$ cat src/rtl/mmio_store_tap.sv
// mmio_store_tap: passive snooper on the core->memory bus.
//   Captures every store into the MMIO window (address[ADDR_BIT] = 1) into a
//   first-word-fall-through FIFO and drains it over a valid/ready stream.
//   Also raises a sticky halt flag when HALT_ADDR appears on the address bus.
// Ports:
//   clk, resetn            clock (rising edge), async active-low reset
//   address, data_out, we  snooped core bus (address, store data, write enable)
//   out_valid, out_ready   output stream handshake
//   out_addr, out_data     head entry of the FIFO (registered)
//   out_tstamp             capture cycle of the head entry (only with macro)
//   fifo_full              FIFO holds DEPTH entries
//   drop_count             saturating count of stores lost while full
//   halt                   sticky end-of-program flag
//   drained                halt and FIFO empty
// Optional feature macro: MMIO_STORE_TAP_TSTAMP_EN adds a free-running 32-bit
//   cycle counter whose value is stored with each entry and shown on out_tstamp.
module mmio_store_tap #(
   parameter int unsigned DEPTH     = 8,
   parameter int unsigned ADDR_BIT  = 11,
   parameter logic [31:0] HALT_ADDR = 32'h0000_0FFC,
   parameter int unsigned CNT_W     = 16
) (
   input  logic             clk,
   input  logic             resetn,
   input  logic [31:0]      address,
   input  logic [31:0]      data_out,
   input  logic             we,
   output logic             out_valid,
   input  logic             out_ready,
   output logic [31:0]      out_addr,
   output logic [31:0]      out_data,
`ifdef MMIO_STORE_TAP_TSTAMP_EN
   output logic [31:0]      out_tstamp,
`endif
   output logic             fifo_full,
   output logic [CNT_W-1:0] drop_count,
   output logic             halt,
   output logic             drained
);

   localparam int unsigned PTR_W = $clog2(DEPTH);
   localparam int unsigned OCC_W = PTR_W + 1;
   localparam logic [OCC_W-1:0] OCC_FULL = OCC_W'(DEPTH);

   typedef struct packed {
`ifdef MMIO_STORE_TAP_TSTAMP_EN
      logic [31:0] tstamp;
`endif
      logic [31:0] addr;
      logic [31:0] data;
   } entry_t;

   entry_t             mem_q [DEPTH];
   entry_t             head_q, head_d;
   entry_t             push_entry;
   logic [PTR_W-1:0]   wr_ptr_q, wr_ptr_d;
   logic [PTR_W-1:0]   rd_ptr_q, rd_ptr_d;
   logic [OCC_W-1:0]   count_q, count_d;
   logic               valid_q, valid_d;
   logic               full_q, full_d;
   logic               halt_q, halt_d;
   logic               drained_q, drained_d;
   logic [CNT_W-1:0]   drop_q, drop_d;
   logic               push_req, pop, push_ok, drop;
`ifdef MMIO_STORE_TAP_TSTAMP_EN
   logic [31:0]        tstamp_q, tstamp_d;
`endif

   // Next-state logic for pointers, occupancy, head register and flags
   always_comb begin
      push_entry      = '0;
      push_entry.addr = address;
      push_entry.data = data_out;
`ifdef MMIO_STORE_TAP_TSTAMP_EN
      push_entry.tstamp = tstamp_q;
      tstamp_d          = tstamp_q + 32'd1;
`endif
      // halt_q is the pre-update value, so the store that sets halt is kept
      push_req = we && address[ADDR_BIT] && !halt_q;
      pop      = valid_q && out_ready;
      push_ok  = push_req && (!full_q || pop);
      drop     = push_req && full_q && !pop;

      wr_ptr_d = wr_ptr_q + PTR_W'(push_ok);
      rd_ptr_d = rd_ptr_q + PTR_W'(pop);
      count_d  = count_q + OCC_W'(push_ok) - OCC_W'(pop);

      // Head comes from the incoming store when nothing older remains,
      // otherwise from storage; it holds its last value once empty.
      head_d = head_q;
      if (count_d != '0) begin
         head_d = (count_q == OCC_W'(pop)) ? push_entry : mem_q[rd_ptr_d];
      end

      valid_d   = (count_d != '0);
      full_d    = (count_d == OCC_FULL);
      drop_d    = (drop && (drop_q != '1)) ? drop_q + CNT_W'(1) : drop_q;
      halt_d    = halt_q || (address == HALT_ADDR);
      drained_d = halt_d && (count_d == '0);
   end

   // Control and output registers
   always_ff @(posedge clk or negedge resetn) begin
      if (!resetn) begin
         wr_ptr_q  <= '0;
         rd_ptr_q  <= '0;
         count_q   <= '0;
         head_q    <= '0;
         valid_q   <= 1'b0;
         full_q    <= 1'b0;
         drop_q    <= '0;
         halt_q    <= 1'b0;
         drained_q <= 1'b0;
`ifdef MMIO_STORE_TAP_TSTAMP_EN
         tstamp_q  <= '0;
`endif
      end else begin
         wr_ptr_q  <= wr_ptr_d;
         rd_ptr_q  <= rd_ptr_d;
         count_q   <= count_d;
         head_q    <= head_d;
         valid_q   <= valid_d;
         full_q    <= full_d;
         drop_q    <= drop_d;
         halt_q    <= halt_d;
         drained_q <= drained_d;
`ifdef MMIO_STORE_TAP_TSTAMP_EN
         tstamp_q  <= tstamp_d;
`endif
      end
   end

   // Entry storage; contents are don't-care until written, so no reset
   always_ff @(posedge clk) begin
      if (push_ok) begin
         mem_q[wr_ptr_q] <= push_entry;
      end
   end

   assign out_valid  = valid_q;
   assign out_addr   = head_q.addr;
   assign out_data   = head_q.data;
`ifdef MMIO_STORE_TAP_TSTAMP_EN
   assign out_tstamp = head_q.tstamp;
`endif
   assign fifo_full  = full_q;
   assign drop_count = drop_q;
   assign halt       = halt_q;
   assign drained    = drained_q;

endmodule

$ cat config.mk
export PLATFORM = sky130hd
export DESIGN_NAME = mmio_store_tap
export DESIGN_NICKNAME = d
export VERILOG_FILES = /design/src/rtl/mmio_store_tap.sv
export SDC_FILE = /design/constraint.sdc
export NUM_CORES = 1
export LEC_CHECK = 0
export BUFFER_PORTS_ARGS = -buffer_cell sky130_fd_sc_hd__buf_2
export CORE_MARGIN = 10
export CORE_UTILIZATION = 48
export DETAILED_ROUTE_END_ITERATION = 10
export PLACE_DENSITY = 0.64
export SETUP_SLACK_MARGIN = 0.2
export SLEW_MARGIN = 20
export SYNTH_ARGS = -nofsm -noshare
export SYNTH_HDL_FRONTEND = slang
export SYNTH_SLANG_ARGS = --single-unit
$ cat constraint.sdc
create_clock -name clk -period 12.1 [get_ports clk]
set_input_delay 3.025 -clock clk [delete_from_list [all_inputs] [get_ports clk]]
set_output_delay 3.025 -clock clk [all_outputs]
set_load 0.05 [all_outputs]
== Word-level counts from Yosys, hierarchy flattened ==
Memory sizes are Yosys's and may differ from the RTL's.
Cells that the tools add are included.
Cells by class
  multiplexer cells: 3
  $add $sub $neg: 5
  equality and inequality tests: 4
  reductions and logical operators: 15
Operators by type and width (number)
  $mux 64: 1
  $eq 32x12->1 const B: 1
  $add 16x1->16 const B: 1
  $ne 16x16->1 const B: 1
  $logic_and 1x1->1: 8
  $add 3x1->3: 2
  $add 4x1->4: 1
  $eq 4x1->1: 1
  $eq 4x4->1 const B: 1
  $logic_not 4->1: 1
  $reduce_bool 4->1: 1
  $sub 4x1->4: 1
  $logic_not 1->1: 3
  $logic_or 1x1->1: 2
  $mux 1: 2
Storage, ports and cells
  memory bits (writable): 512
  register bits: 94
  output and inout port bits: 84
  memories: 1
  bits of input ports: 68
  word-level logic and storage cells: 38
Memories
  mem_q: words 8, width 64, read ports 1, clocked after Yosys merged registers in 0, write ports 1, RTL line 53  | entry_t mem_q [DEPTH];

== Logic depth before layout (Yosys ltp) ==
Gate-level depths: netlist of the first run.
  depth in word-level cells: 7
  mapped depth: 13
  depth with buffers taken out: 11

== Worst setup path before layout of the first run ==
No wires, ideal clock.
  path kind: input -> register
  start: input we
  end: memory mem_q[0][0] in the netlist's numbering, enable pin
  required time: 11.535 ns
  path slack: 3.586 ns
  data arrival time: 7.949 ns
  stages on the path: 4
  cells stage by stage: and3b_1 -> nor2b_1 -> nand2b_1 -> nor3_1
Between the ends
  word-level cells in the longest chain between the ends: 5
Ends and longest elaborated chain
  from (decl): RTL line 27  | input logic we,
  $logic_and 1x1->1 (2 in series): RTL line 79  | push_req = we && address[ADDR_BIT] && !halt_q;
  $logic_and 1x1->1: RTL line 81  | push_ok = push_req && (!full_q || pop);
  $mux 1: RTL line 135  | if (push_ok) begin
  $mux 1 (not written as such): RTL line 136  | mem_q[wr_ptr_q] <= push_entry;
  to (decl): RTL line 53
No other way between the ends.

== Final worst setup path of the first run ==
  start: input address[11]
  end: register head_q, in the netlist out_data[20]
Between the ends
  word-level cells in the longest chain between the ends: 6
Ends and longest elaborated chain
  from (decl): RTL line 25  | input logic [31:0] address,
  $logic_and 1x1->1 (2 in series): RTL line 79
  $logic_and 1x1->1: RTL line 81
  $add 4x1->4: RTL line 86  | count_d = count_q + OCC_W'(push_ok) - OCC_W'(pop);
  $sub 4x1->4: RTL line 86
  via count_d[2]: RTL line 58  | logic [OCC_W-1:0] count_q, count_d;
  $reduce_bool 4->1: RTL line 91  | if (count_d != '0) begin
  to (signal assigned): RTL line 108  | head_q <= '0;
  to (signal assigned): RTL line 121  | head_q <= head_d;
  to (decl): RTL line 54  | entry_t head_q, head_d;
The timed path passes the listed nets, and every way through them passes these cells.
A chain may end at the register's enable or synchronous reset.

==> results of run 1 <==
[power by group through the flow]
| stage | logic, mW | registers [mW] | clock network (mW) |
|---|---|---|---|
| 6_report | 2.82 | 2.68 | 1.97 |
| 5_1_grt | 3.03 | 2.70 | 2.10 |
| 2_1_floorplan | 1.86 | 3.10 | 0 |
| 3_3_place_gp | 2.84 | 2.72 | 0 |
| 3_5_place_dp | 2.87 | 2.73 | 0 |
| 4_1_cts | 2.88 | 2.68 | 2.01 |
[flip-flops by register name, summed over array words and instances (netlist names)]
| name | count |
|---|---|
| fifo_full | 1 |
| mem_q | 512 |
| wr_ptr_q | 3 |
| count_q | 4 |
| drained | 1 |
| drop_count | 16 |
| rd_ptr_q | 3 |
| halt | 1 |
| out_valid | 1 |
| out_addr | 32 |
| out_data | 32 |
[worst min path at each step]
stage,endpoint,startpoint,slack [ps],cells past startpoint
after detailed placement,drop_count[15]$_DFFE_PN0P_,drop_count[15]$_DFFE_PN0P_,480,1
after global routing,out_data[30]$_DFFE_PN0P_,out_data[30]$_DFFE_PN0P_,510,1
final,drop_count[15]$_DFFE_PN0P_,drop_count[15]$_DFFE_PN0P_,490,1
after global placement,drop_count[15]$_DFFE_PN0P_,drop_count[15]$_DFFE_PN0P_,480,1
after CTS,drop_count[15]$_DFFE_PN0P_,drop_count[15]$_DFFE_PN0P_,490,1
after floorplan,wr_ptr_q[0]$_DFF_PN0_,wr_ptr_q[0]$_DFF_PN0_,490,1
[cells in the final DEF (no fill, tap or decap), types with 9 or more instances in the layout]
master and n:
inv_1 12, clkinv_2 15, xor2_1 13, buf_4 19, clkbuf_8 9, clkbuf_1 9
mux2_2 192, mux4_2 128, dfrtp_1 94, nor4_1 9, edfxtp_1 512, buf_2 150
clkbuf_16 63, bufinv_16 9
[cell families (layout without fill, tap and decap cells)]
logic type | Yosys count | after routing | share of synthesized area, %
xor gates and xnor gates | 18 | 18 | 0.6601
DFF | 606 | 606 | 74.23
and+or+nand+nor | 61 | 61 | 1.483
adders and majority gates | 11 | 11 | 0.6077
AOI/OAI and AO/OA | 14 | 14 | 0.4400
buffers and inverters | 61 | 299 | 1.409
other | 0 | 3 | 0
muxes | 321 | 321 | 21.17
[metrics by stage]
step                hold slack [ps]  instances  instance area [sq um]  total power, mW
finish                        490.4       1997                  27620            7.469
global route                  514.8       1995                  27610            7.837
CTS                           492.0       1994                  27610            7.577
detailed placement            482.7       1878                  25470            5.595
global placement              483.0       1877                  25450            5.553
floorplan                     491.8       1092                  23880            4.958
[area by class of cell]
class | count | area [sq um]
fill | 3691 | 21430
sequential | 606 | 17730
multi-input combinational | 425 | 5929
clock buffer | 81 | 1734
timing repair buffer | 171 | 940.9
tap | 664 | 830.8
clock inverter | 35 | 404.1
inverter | 12 | 45.04
antenna | 3 | 7.507
[worst max-delay path, cell delays in order]
cell and delay (ps):
buf_2 270, and3b_1 270, nor2b_1 280, inv_1 80
ha_1 290, inv_1 60, ha_1 160, inv_1 60
fa_1 400, xnor2_1 170, or4_4 530, buf_4 320
buf_16 280, mux2_2 310
[per-layer routing]
metal  up-vias  routed length, um  track usage [%]
li1       4883                  -                -
met1      6059              21410            22.51
met2       269              25270            28.81
met3        77               2963            4.052
met4        14                805            3.566
met5         -                 71                0
==> flow_metrics.env, run 1 <==
export IMPL_cts_buffers=61
export IMPL_r2r_end="out_data[16]$_DFFE_PN0P_"
export IMPL_via_per_inst=5.659
export IMPL_yosys_area_top_type="edfxtp_1"
export IMPL_drt_first_pass_iters=5
export IMPL_h_tree_depth=2
export IMPL_syn_area_per_cell_sq_um=21.87
export IMPL_reg2reg_setup_slack_ps=8240
export IMPL_clkTransAtPathRegs_ps=60
export IMPL_cp_arrival_ps=6540
export IMPL_sw_frac_of_total_pct=31.43
export IMPL_antenna_left=0
export IMPL_grt_usage_pct=17.16
export IMPL_vdd_drop_max_v=0.0002497
export IMPL_gp_congestion=0.7262
export IMPL_post_cts_buffers=0
export IMPL_rows=81
export IMPL_root_buffer="clkbuf_16"
export IMPL_synth_edf_count=512
export IMPL_max_slew_margin_pct=32.92
export IMPL_status="finished, final reports clean"
export IMPL_critPathRequiredTime_ps=12580
export IMPL_fin_util_pct=56.31
export IMPL_die_area_sq_um=59080
export IMPL_post_cts_resized=0
export IMPL_reg2reg_depth=7
export IMPL_finalHoldViolations=0
export IMPL_gr_total_overflow=0
export IMPL_yosys_top_cells_count="512 x edfxtp_1, 192 x mux2_2, 128 x mux4_2"
export IMPL_cp_start_kind="input pin"
export IMPL_dp_hpwl_um=27360
export IMPL_grt_pass1_vias=12310
export IMPL_io_buffers=151
export IMPL_fin_skew_ps=19.03
export IMPL_post_route_min_period_ps=6052
export IMPL_p_seq_share_pct=35.9
export IMPL_finalMaxSlewViolations=0
export IMPL_antenna_found_initial=12
export IMPL_reg2reg_from="out_valid$_DFF_PN0_"
export IMPL_cap_violations=0
export IMPL_synth_nets=1171
export IMPL_grt_max_degree=84
export IMPL_yosys_warnings=0
export IMPL_grt_pass1_wl_um=77490
export IMPL_chipWidth_um=243.1
export IMPL_worst_pin_slew_ps=1006
export IMPL_powerDensity_nw_per_um2=270.4
export IMPL_drt_wl_total_um=50520
export IMPL_area_delta_synth_final_pct=15.65
export IMPL_drc=0
export IMPL_ioPinCount=152
export IMPL_post_route_period_util_pct=50.02
export IMPL_dieHeight_um=243.1
export IMPL_cp_max_fo=34
export IMPL_fin_nets=1356
export IMPL_netlist_instances=1092
export IMPL_comb_power_share_pct=37.8
export IMPL_clock_sinks=606
export IMPL_core_sq_um=49050
export IMPL_setup_tns_ps=0
export IMPL_ys_seq_area_share_pct=74.23
export IMPL_rsz0062_at_grt="false"
export IMPL_clkPwrFrac_pct=26.4
export IMPL_hold_path_class="reg -> reg"
export IMPL_hold_buffers=0
export IMPL_crit_start="address[11]"
export IMPL_fmax_mhz=165.2
export IMPL_start_util_pct=48.69
export IMPL_synthArstFlopShare_pct=15.51
export IMPL_synth_top_cell_area_share_pct=64.38
export IMPL_critPathKind="in -> reg"
export IMPL_p_leak_nw=9.543
export IMPL_yosys_most_used_dff="edfxtp_1"
export IMPL_synth_area_sq_um=23880
export IMPL_fin_ws_ps=6048
export IMPL_end_kind="flop"
export IMPL_cp_endpoint="out_data[20]$_DFFE_PN0P_"
export IMPL_yosysMostFrequentCell="edfxtp_1"
export IMPL_drt_initial_drc_count=1010
export IMPL_switching_power_mw=2.347
export IMPL_clk_path_buf_depth=3
export IMPL_wire_per_inst_um=25.30
export IMPL_finalSetupViolations=0
export IMPL_post_place_ws_ps=5389
export IMPL_p_int_mw=5.122
export IMPL_drive_gt1_share_pct=45.56
export IMPL_synthTopCellsByArea="edfxtp_1 64%, mux4_2 12%, dfrtp_1 9.8%, mux2_2 9.1%, buf_6 0.66%"
export IMPL_cts_tree="built"
export IMPL_num_vias=11300
export IMPL_synth_distinct_cells=39
export IMPL_ys_ff_latch=606
export IMPL_clkLatencyLatePin_ps=620
Power figures use the tool's default switching activity.
==> inputs of run 2 (changes only) <==
PLACE_DENSITY = 0.67   (was 0.64)
clock period = 5 ns   (was 12.1 ns; I/O delays follow)
==> flow_metrics.env, run 2 (same netlist as run 1, synthesis figures left out) <==
export IMPL_finalHoldViolations=0
export IMPL_grt_pass1_vias=12170
export IMPL_worst_pin_slew_ps=752.0
export IMPL_num_vias=11350
export IMPL_chipWidth_um=243.1
export IMPL_critPathRequiredTime_ps=5490
export IMPL_cts_buffers=59
export IMPL_largest_reg_flops=512
export IMPL_grt_pass1_wl_um=75350
export IMPL_die_area_sq_um=59080
export IMPL_slowest_stage="or4_4"
export IMPL_io_buffers=151
export IMPL_finalSetupViolations=0
export IMPL_clock_sinks=606
export IMPL_p_leak_nw=9.520
export IMPL_drt_wl_total_um=48990
export IMPL_antenna_found_initial=8
export IMPL_final_area_sq_um=27610
export IMPL_status="finished, final reports clean"
export IMPL_crit_top_cell="inv_1"
export IMPL_max_slew_margin_pct=49.87
export IMPL_finalMaxSlewViolations=0
export IMPL_via_per_inst=5.666
export IMPL_fin_nets=1365
export IMPL_fmax_mhz=249.8
export IMPL_final_common_cell="edfxtp_1"
export IMPL_ioPinCount=152
export IMPL_core_sq_um=49050
export IMPL_critPathKind="in -> reg"
export IMPL_place_area_sq_um=25700
export IMPL_dp_hpwl_um=27270
export IMPL_drt_initial_drc_count=900
export IMPL_vdd_drop_max_v=0.0004773
export IMPL_drive_gt1_share_pct=45.25
export IMPL_rsz0062_at_grt="false"
export IMPL_gr_total_overflow=0
export IMPL_clk_path_buf_depth=3
export IMPL_fin_hold_ws_ps=488.6
export IMPL_grt_max_degree=67
export IMPL_clkLatencyLatePin_ps=620
export IMPL_critPathBufInv=5
export IMPL_fillers=3754
export IMPL_area_delta_synth_final_pct=15.60
export IMPL_cp_max_fo=66
export IMPL_hold_path_class="reg -> reg"
export IMPL_drc=0
export IMPL_clkTransAtPathRegs_ps=60
export IMPL_post_route_min_period_ps=4004
export IMPL_start_util_pct=48.69
export IMPL_end_kind="flop"
export IMPL_antenna_left=0
export IMPL_h_tree_depth=2
export IMPL_dieHeight_um=243.1
export IMPL_post_cts_resized=0
export IMPL_crit_path_max_incr_delay_ps=560
export IMPL_gp_congestion=0.7308
export IMPL_fin_util_pct=56.28
export IMPL_powerDensity_nw_per_um2=646.3
export IMPL_fin_skew_ps=19.28
export IMPL_critical_path_top_delay_family="simple AND/OR/NAND/NOR gates"
export IMPL_p_total_mw=17.84
export IMPL_grt_usage_pct=16.65
export IMPL_cp_arrival_ps=4490
export IMPL_cp_start_kind="input pin"
export IMPL_rows=81
export IMPL_final_cell_mix="512 x edfxtp_1, 192 x mux2_2, 150 x buf_2"
export IMPL_hold_buffers=0
export IMPL_post_cts_buffers=0
export IMPL_wire_per_inst_um=24.46
export IMPL_root_buffer="clkbuf_16"
export IMPL_drt_first_pass_iters=7
export IMPL_cts_tree="built"
export IMPL_top_register="mem_q"
export IMPL_cap_violations=0
export IMPL_cp_cell_sequence="buf_2 -> and3b_1 -> nor2b_1 -> inv_1 -> ha_1 -> inv_1 -> ha_1 -> inv_1 -> fa_1 -> xnor2_1 -> or4_4 -> buf_12 -> mux2_2"
export IMPL_post_route_period_util_pct=80.08
==> run 2: cell type report <==
class / count / area (sq um) / share of cell area (%)
diodes: 2 / 5.005 / 0.01813
well taps: 664 / 830.8 / 3.009
repair buffers: 182 / 1154 / 4.179
clock buffers: 75 / 1587 / 5.747
multi-input cells: 425 / 5942 / 21.52
inverters: 12 / 45.04 / 0.1632
flip-flops and latches: 606 / 17730 / 64.21
clock inverters: 37 / 316.6 / 1.147
==> run 2: routing by layer <==
metal  wire length (um)  vias to the layer above  global-route usage, %
met4                799                       14                  3.841
met2              23810                      276                  26.60
met1              21550                     6084                  22.95
met3               2756                       79                  3.855
met5                 74                        -                      0
li1                   -                     4896                      -
==> run 2: worst paths after layout <==
check / endpoint / depth (start not counted) / slack (ps) / startpoint
min: drop_count[15]$_DFFE_PN0P_ / 1 / 490 / drop_count[15]$_DFFE_PN0P_
max: out_data[13]$_DFFE_PN0P_ / 13 / 1000 / address[11]
max reg2reg: out_data[13]$_DFFE_PN0P_ / 12 / 1390 / halt$_DFF_PN0_
min reg2reg: drop_count[15]$_DFFE_PN0P_ / 1 / 490 / drop_count[15]$_DFFE_PN0P_
max in group asynchronous: out_data[7]$_DFFE_PN0P_ / 2 / 3400 / resetn
min in group asynchronous: drop_count[15]$_DFFE_PN0P_ / 1 / 700 / resetn
==> run 2: power by group <==
part | leakage (nW) | total, mW | switching (mW) | internal [mW]
Clock | 0.933 | 4.34 | 1.84 | 2.50
Sequential | 5.75 | 6.46 | 0.263 | 6.19
Combinational | 2.84 | 7.05 | 3.59 | 3.46
==> run 2: stage by stage <==
step	worst slack, ps	setup TNS (ps)	std cells
2_1_floorplan	-21.72	-6781	1092
3_3_place_gp	475.0	0	1889
3_5_place_dp	405.5	0	1889
4_1_cts	1046	0	2001
5_1_grt	881.0	0	2002
6_report	996.1	0	2003
==> inputs of run 3 (changes only) <==
ABC_AREA = 1   (was default)
PLACE_DENSITY = 0.64   (was 0.67)
clock period = 3.75 ns   (was 5 ns; I/O delays follow)
==> flow_metrics.env, run 3 <==
export IMPL_grt_pass1_vias=18480
export IMPL_drc=0
export IMPL_comb_power_share_pct=1.3
export IMPL_grt_pass1_wl_um=103100
export IMPL_post_route_min_period_ps=3175
export IMPL_max_slew_margin_pct=32.46
export IMPL_grt_usage_pct=19.46
export IMPL_p_seq_share_pct=54.4
export IMPL_yosysMostFrequentCell="nand2_1"
export IMPL_cts_tree="built"
export IMPL_cp_start_kind="flop"
export IMPL_dieHeight_um=258.5
export IMPL_end_kind="flop"
export IMPL_fin_nets=3054
export IMPL_sw_frac_of_total_pct=19.59
export IMPL_start_util_pct=48.43
export IMPL_grt_util_met2_pct=33.82
export IMPL_yosys_warnings=0
export IMPL_synth_top_cell_area_share_pct=56.30
export IMPL_placed_cells=3668
export IMPL_synthTopCellsByArea="edfxtp_1 56%, nand2_1 11%, dfrtp_1 8.6%, inv_1 7.3%, nand3_1 6.0%"
export IMPL_h_tree_depth=2
export IMPL_netlist_instances=2869
export IMPL_post_cts_buffers=0
export IMPL_io_buffers=151
export IMPL_drt_wl_total_um=65970
export IMPL_antenna_found_initial=5
export IMPL_synth_nets=2948
export IMPL_synth_edf_count=512
export IMPL_chipWidth_um=258.5
export IMPL_cp_max_fo=54
export IMPL_post_route_period_util_pct=84.66
export IMPL_post_cts_resized=0
export IMPL_drt_first_pass_iters=6
export IMPL_worst_pin_slew_ps=1013
export IMPL_post_place_ws_ps=21.35
export IMPL_fin_cells=3785
export IMPL_finalHoldViolations=0
export IMPL_p_leak_nw=13.89
export IMPL_cap_violations=0
export IMPL_hold_buffers=0
export IMPL_top_register="mem_q"
export IMPL_hold_path_class="in -> async"
export IMPL_clkLatencyLatePin_ps=620
export IMPL_place_area_sq_um=28950
export IMPL_switching_power_mw=2.632
export IMPL_yosys_area_top_type="edfxtp_1"
export IMPL_clk_path_buf_depth=3
export IMPL_critPathKind="reg -> reg"
export IMPL_grt_max_degree=142
export IMPL_clkTransAtPathRegs_ps=60
export IMPL_clkPwrFrac_pct=44.3
export IMPL_dp_hpwl_um=35720
export IMPL_final_cell_mix="787 x nand2_1, 530 x inv_1, 512 x edfxtp_1"
export IMPL_die_area_sq_um=66830
export IMPL_synth_distinct_cells=30
export IMPL_ys_ff_latch=606
export IMPL_rows=87
export IMPL_num_vias=19010
export IMPL_rsz0062_at_grt="false"
export IMPL_final_area_sq_um=30910
export IMPL_finalSetupViolations=0
export IMPL_critPathRequiredTime_ps=4260
export IMPL_clock_sinks=606
export IMPL_yosys_top_cells_count="789 x nand2_1, 531 x inv_1, 512 x edfxtp_1"
export IMPL_gp_congestion=0.7872
export IMPL_busiest_layer="met2"
export IMPL_powerDensity_nw_per_um2=434.7
export IMPL_area_delta_synth_final_pct=13.19
export IMPL_grt_met1_usage_pct=24.57
export IMPL_largest_reg_flops=512
export IMPL_cts_buffers=61
export IMPL_drive_gt1_share_pct=9.911
export IMPL_via_per_inst=5.023
export IMPL_wire_per_inst_um=17.43
export IMPL_antenna_left=0
export IMPL_grt_use_met3_pct=2.799
export IMPL_fmax_mhz=315.0
export IMPL_fin_ws_ps=575.3
export IMPL_syn_area_per_cell_sq_um=9.518
export IMPL_vdd_drop_max_v=0.0003469
export IMPL_synthArstFlopShare_pct=15.51
export IMPL_fin_skew_ps=17.39
export IMPL_yosys_most_used_dff="edfxtp_1"
export IMPL_gr_total_overflow=0
export IMPL_core_sq_um=56390
export IMPL_ioPinCount=152
export IMPL_finalMaxSlewViolations=0
export IMPL_root_buffer="clkbuf_16"
export IMPL_synth_area_sq_um=27310
export IMPL_final_common_cell="nand2_1"
export IMPL_status="finished, final reports clean"
export IMPL_cp_arrival_ps=3690
export IMPL_drt_initial_drc_count=1438
export IMPL_ys_seq_area_share_pct=64.92
export IMPL_p_int_mw=10.80
export IMPL_fillers=4967
run 3: worst max-delay path, cell delays in order (launching register included):
cell     delay [ps]
dfrtp_1         370
inv_1           110
nand3_1         110
a21oi_2         170
inv_1            90
ha_1            290
inv_1            50
ha_1            150
inv_1            60
fa_1            490
inv_1            50
or2_1           200
nor2_1          210
nand3_4         120
buf_4           300
nor2_1          170
nor2_1           70
run 3: cell type report:
cell class                      instances  area (sq um)  area share [%]
Antenna cell                            2         5.005         0.01619
Clock buffer                           86          1680           5.437
Clock inverter                         29         275.3          0.8906
Inverter                              534          2014           6.517
Multi-Input combinational cell       1587          6934           22.43
Sequential cell                       606         17730           57.35
Tap cell                              756         945.9           3.060
Timing Repair Buffer                  185          1326           4.291
run 3: power by group through the flow:
stage	clock (mW)	sequential [mW]	combinational (mW)
global placement	0	7.45	0.170
detailed placement	0	7.45	0.178
global route	6.34	7.30	0.198
CTS	6.06	7.31	0.178
finish	5.95	7.31	0.176
floorplan	0	7.45	0.0244
run 3: cells by family (layout without fill, tap and decap cells):
group / Yosys count / in the layout / share of synthesized area (%)
xor gates and xnor gates: 15 / 15 / 0.4811
DFF: 606 / 606 / 64.92
buffers and inverters: 676 / 834 / 10.22
other: 0 / 2 / 0
AOI/OAI and AO/OA: 6 / 6 / 0.1191
adders and majority gates: 11 / 11 / 0.5315
and+or+nand+nor: 1555 / 1555 / 23.73
run 3: routing by layer:
layer / up-vias / wire [um]
met4: 6 / 1687
li1: 9233 / -
met5: - / 39
met2: 542 / 33190
met3: 124 / 3565
met1: 9106 / 27490
run 3: worst paths after layout:
kind	start	to	slack, ps	cells after the start
max	halt$_DFF_PN0_	out_data[0]$_DFFE_PN0P_	580	16
min	resetn	drop_count[10]$_DFFE_PN0P_	370	1
max reg2reg	halt$_DFF_PN0_	out_data[0]$_DFFE_PN0P_	580	16
min reg2reg	out_addr[10]$_DFFE_PN0P_	out_addr[10]$_DFFE_PN0P_	510	2
max in group asynchronous	resetn	out_data[10]$_DFFE_PN0P_	2570	2
min in group clk	out_addr[10]$_DFFE_PN0P_	out_addr[10]$_DFFE_PN0P_	510	2
run 3: metrics by stage:
stage | total power [mW] | util (%) | hold WS (ps) | TNS (ps)
floorplan | 7.474 | - | 472.0 | -171920
global placement | 7.616 | 51.34 | 488.4 | 0
detailed placement | 7.624 | 51.34 | 501.2 | 0
CTS | 13.54 | 54.81 | 392.6 | 0
global route | 13.84 | 54.82 | 421.5 | 0
finish | 13.43 | 54.82 | 373.0 | 0
